`src/rtl/ivector_driver.sv`:
```
// Traffic source and in-order checker for an IVector-style echo path.
// Issues say(meth, v) requests, queues what it sent, and scores the returning heard() stream.
//   state | meaning
//   IDLE  | waiting for a start, scoreboard empty
//   SEND  | issuing requests while counting responses
//   DRAIN | all requests issued, waiting for the remaining responses
//   DONE  | run complete, counters hold until the next start
module ivector_driver #(
   parameter int DEPTH = 4,
   parameter int CNT_W = 8
) (
   input  logic             CLK,
   input  logic             nRST,
   input  logic             start__ENA,
   input  logic [CNT_W-1:0] start_count,
   output logic             start__RDY,
   output logic             say__ENA,
   output logic [5:0]       say_meth,
   output logic [3:0]       say_v,
   input  logic             say__RDY,
   input  logic             heard__ENA,
   input  logic [5:0]       heard_meth,
   input  logic [3:0]       heard_v,
   output logic             heard__RDY,
   output logic             done,
   output logic [CNT_W-1:0] sent_count,
   output logic [CNT_W-1:0] recv_count,
   output logic [CNT_W-1:0] err_count
);

   localparam int PW = $clog2(DEPTH);
   localparam logic [PW:0] FULL = (PW+1)'(DEPTH);

   typedef enum logic [1:0] {ST_IDLE, ST_SEND, ST_DRAIN, ST_DONE} state_t;

   state_t           state_q, state_d;
   logic [CNT_W-1:0] total_q, total_d;
   logic [CNT_W-1:0] sent_q, sent_d;
   logic [CNT_W-1:0] recv_q, recv_d;
   logic [CNT_W-1:0] err_q, err_d;
   logic [PW-1:0]    wr_q, wr_d;
   logic [PW-1:0]    rd_q, rd_d;
   logic [PW:0]      occ_q, occ_d;
   logic [9:0]       sb_mem [DEPTH];

   logic [5:0] n6;
   logic       active, push, pop, mismatch, err_inc, start_fire;

   assign n6       = 6'(sent_q);
   assign say_meth = n6 ^ 6'h15;
   assign say_v    = n6[3:0] + 4'd3;

   assign start__RDY = (state_q == ST_IDLE) || (state_q == ST_DONE);
   assign done       = (state_q == ST_DONE);
   assign heard__RDY = (occ_q != '0);
   assign sent_count = sent_q;
   assign recv_count = recv_q;
   assign err_count  = err_q;

   assign active     = (state_q == ST_SEND) || (state_q == ST_DRAIN);
   assign say__ENA   = (state_q == ST_SEND) && say__RDY && (occ_q < FULL) && (sent_q < total_q);
   assign push       = say__ENA;
   assign pop        = active && heard__ENA && heard__RDY;
   assign mismatch   = ({heard_meth, heard_v} != sb_mem[rd_q]);
   // an indication against an empty scoreboard is scored as an error, never popped
   assign err_inc    = active && heard__ENA && (!heard__RDY || mismatch);
   assign start_fire = start__ENA && start__RDY;

   always_comb begin
      state_d = state_q;
      total_d = total_q;
      sent_d  = sent_q;
      recv_d  = recv_q;
      err_d   = err_q;
      wr_d    = wr_q;
      rd_d    = rd_q;
      occ_d   = occ_q;
      if (start_fire) begin
         total_d = start_count;
         sent_d  = '0;
         recv_d  = '0;
         err_d   = '0;
         wr_d    = '0;
         rd_d    = '0;
         occ_d   = '0;
         state_d = (start_count == '0) ? ST_DONE : ST_SEND;
      end else begin
         if (push) begin
            wr_d   = wr_q + 1'b1;
            sent_d = sent_q + 1'b1;
         end
         if (pop) begin
            rd_d   = rd_q + 1'b1;
            recv_d = recv_q + 1'b1;
         end
         case ({push, pop})
            2'b10:   occ_d = occ_q + 1'b1;
            2'b01:   occ_d = occ_q - 1'b1;
            default: occ_d = occ_q;
         endcase
         if (err_inc && (err_q != '1))
            err_d = err_q + 1'b1;
         case (state_q)
            ST_SEND:  if (push && (sent_d == total_q)) state_d = ST_DRAIN;
            ST_DRAIN: if (recv_d == total_q) state_d = ST_DONE;
            default:  state_d = state_q;
         endcase
      end
   end

   always_ff @(posedge CLK) begin
      if (!nRST) begin
         state_q <= ST_IDLE;
         total_q <= '0;
         sent_q  <= '0;
         recv_q  <= '0;
         err_q   <= '0;
         wr_q    <= '0;
         rd_q    <= '0;
         occ_q   <= '0;
      end else begin
         state_q <= state_d;
         total_q <= total_d;
         sent_q  <= sent_d;
         recv_q  <= recv_d;
         err_q   <= err_d;
         wr_q    <= wr_d;
         rd_q    <= rd_d;
         occ_q   <= occ_d;
      end
   end

   // storage needs no reset: occupancy gates every read
   always_ff @(posedge CLK) begin
      if (push)
         sb_mem[wr_q] <= {say_meth, say_v};
   end

endmodule

```
`config.mk`:
```
export PLATFORM = sky130hd
export DESIGN_NAME = ivector_driver
export DESIGN_NICKNAME = d
export VERILOG_FILES = /design/src/rtl/ivector_driver.sv
export SDC_FILE = /design/constraint.sdc
export NUM_CORES = 1
export LEC_CHECK = 0
export ABC_AREA = 1
export BUFFER_PORTS_ARGS = -buffer_cell sky130_fd_sc_hd__buf_2
export CORE_ASPECT_RATIO = 1.75
export CORE_MARGIN = 4
export CORE_UTILIZATION = 45
export CTS_CLUSTER_SIZE = 8
export DETAILED_ROUTE_END_ITERATION = 8
export PLACE_DENSITY = 0.65
export SETUP_SLACK_MARGIN = 0.2
export SLEW_MARGIN = 20
export SYNTH_ARGS = -nofsm -noshare
export SYNTH_HDL_FRONTEND = slang
export SYNTH_SLANG_ARGS = --single-unit
```
`constraint.sdc`:
```
create_clock -name CLK -period 3.45 [get_ports CLK]
set_clock_uncertainty 0.15 [all_clocks]
set_input_delay 0.1725 -clock CLK [delete_from_list [all_inputs] [get_ports CLK]]
set_output_delay 0.1725 -clock CLK [all_outputs]
set_load 0.02 [all_outputs]
```
==> flow_summary.json <==
{
  "status": "complete, no violations",
  "rsz0062_at_grt": "false",
  "wirelength_um": 9680,
  "grt_pass1_wl_um": 15800,
  "final.period_utilization": 0.796,
  "cts_buffer_depth": 2,
  "placedCellCount": 666,
  "firstDrtPassIters": 4,
  "start_kind": "register",
  "synth.distinct_cells": 44,
  "cts_root_buf": "clkbuf_16",
  "insertion_delay_ns": 0.34,
  "fmax_mhz": 364,
  "chipWidth_um": 80.8,
  "ctsHtreeMaxLevel": 3,
  "grt_max_degree": 20,
  "critPathRequiredTime_ns": 3.58,
  "initial_utilization": 0.461,
  "ant_nets": 0,
  "ys_warn_count": 0,
  "synth_top_area_frac": 0.259,
  "synthFlopType": "dfxtp_1",
  "cts_sinks": 79,
  "finalNonFillerCells": 686,
  "grt_usage": 0.192,
  "crit_fanout": 16,
  "crit_arrival_ns": 2.87,
  "post_drt_wl_per_cell_um": 14.1,
  "via_per_inst": 4.97,
  "ir_drop_uv": 381,
  "grt_overflow": 0,
  "avgSynthCellArea_sq_um": 8.46,
  "synthCells": 493,
  "critPathCaptureType": "register",
  "synth_fp_nets": 536,
  "ff2ff_path_depth": 9,
  "die_h_um": 135,
  "synth.top_cells.by_count": "nand2_1, nor2_1, inv_1",
  "holdWs_ns": 0.0153,
  "drive_gt1_frac": 0.178,
  "synth_top_cell_by_area": "edfxtp_1",
  "finalHoldViolCount": 0,
  "routabilityCongestion": 0.818,
  "first_iter_violations": 126,
  "leakage_nw": 2.09,
  "dieArea_sq_um": 10900,
  "timing.final.crit_period_ns": 2.75,
  "synth-seq-cells": 79,
  "nets": 604,
  "syn_area_sq_um": 4170,
  "coreArea_sq_um": 9040,
  "synth.most_common_cell": "nand2_1",
  "maxCapViolCount": 0,
  "synth_edf_count": 36,
  "async_flop_share": 0,
  "min_delay_path_depth": 3,
  "fp-row-count": 46,
  "drc": 0,
  "setup.worst_path.class": "reg2reg",
  "vias": 3412,
  "clk_pin_slew_ns": 0.06,
  "cts_tree": "yes",
  "antenna_cells": 0,
  "worstMarginPinSlew_ns": 0.511,
  "dp.final_hpwl_um": 7530,
  "io_buffers": 60,
  "yosysSeqAreaShare": 0.466,
  "powerDensity_nw_per_um2": 586,
  "antenna_found_initial": 0,
  "hold_class": "in2reg",
  "final-max-slew-violation-count": 0,
  "slew-limit-headroom": 0.658,
  "cts_resized": 0,
  "setup_viol": 0,
  "syn_to_final_growth_pct": 17.6,
  "grt_pass1_vias": 3451,
  "utilization": 0.542,
  "io_pins": 61,
  "setup_tns_ns": 0,
  "yosys-top-cells-area": "edfxtp_1, dfxtp_1, nand2_1",
  "p_total_mw": 2.87,
  "cts_buffers": 9
}
-- cells in the final DEF (no fill, tap or decap), drive strengths merged --
| cell | n |
|---|---|
| nand3 | 38 |
| nor3 | 5 |
| dlygate4sd3 | 4 |
| nand4 | 8 |
| a21oi | 24 |
| edfxtp | 36 |
| a21boi | 1 |
| buf | 69 |
| o2111ai | 1 |
| and2 | 1 |
| fa | 1 |
| o211ai | 3 |
| nor2 | 49 |
| a211oi | 2 |
| nor4 | 3 |
| o21a | 3 |
| o22ai | 2 |
| dfxtp | 43 |
| nor3b | 4 |
| clkinv | 3 |
| xnor3 | 1 |
| bufinv | 1 |
| nand2 | 124 |
| o21ai | 21 |
| ha | 19 |
| or2 | 3 |
| a311oi | 1 |
| clkbuf | 11 |
| inv | 52 |
| o21bai | 3 |
| clkinvlp | 1 |
| o22a | 1 |
| xnor2 | 6 |
| xor2 | 22 |
-- kinds of logic (layout without fill, tap and decap cells) --
kind of cell	count (synthesis)	count (layout)	synth area share
adders and majority gates	20	20	0.0618
buffers and inverters	68	141	0.0729
DFF	79	79	0.466
xor gates and xnor gates	29	29	0.0642
and+or+nand+nor	235	235	0.249
AOI/OAI and AO/OA	62	62	0.0867
-- stage by stage --
stage / worst slack [ns] / instance area (sq um)
finish: 0.704 / 4900
global route: 0.459 / 4900
CTS: 0.722 / 4900
detailed placement: 0.740 / 4580
global placement: 0.833 / 4580
floorplan: 0.812 / 4170
-- final timing paths --
kind / from / end / slack (ns)
max: sent_count[5]$_SDFF_PP0_ / occ_q[1]$_SDFFE_PP0P_ / 0.70
min: nRST / state_q[1]$_SDFFE_PN0P_ / 0.02
max reg2reg: sent_count[5]$_SDFF_PP0_ / occ_q[1]$_SDFFE_PP0P_ / 0.70
min reg2reg: occ_q[0]$_SDFFE_PP0P_ / occ_q[0]$_SDFFE_PP0P_ / 0.35
-- flip-flops by register name (all words and copies together) (netlist names), named ones only --
register    flops
sb_mem         36
recv_count      8
total_q         8
wr_q            2
occ_q           3
sent_count      8
rd_q            2
state_q         2
err_count       8
-- power breakdown --
group / switching [mW] / leakage [nW] / internal (mW)
logic: 0.561 / 1.30 / 0.282
registers: 0.0616 / 0.655 / 1.07
clock network: 0.346 / 0.135 / 0.554
-- critical path, cell delays in order, from the launching register on --
cell and delay [ns]:
dfxtp_1 0.50, ha_1 0.31, a21oi_1 0.15, o21a_1 0.31, nand3_4 0.25, ha_1 0.25, inv_1 0.10, fa_1 0.42
o21a_1 0.18, nor2_1 0.07
-- layer usage --
metal  wire length, um  GRT usage  part of all wire
met5                 0          0                 0
met2              5230      0.356              0.54
met4               439      0.120             0.045
met3               316     0.0340             0.033
met1              3690      0.192              0.38
-- repair_timing --
item / CTS / global route
setup buffers: 0 / 0
endpoints found under the hold margin: 4 / 0
hold buffers: 4 / 0
-- area by class of cell --
class                      count  area, sq um
inverter                      52          195
sequential                    79         1940
fill                         880         4140
timing repair buffer          73          408
clock inverter                 5         50.0
tap                          120          150
clock buffer                  11          233
multi-input combinational    346         1920
Power figures use the tool's default switching activity.
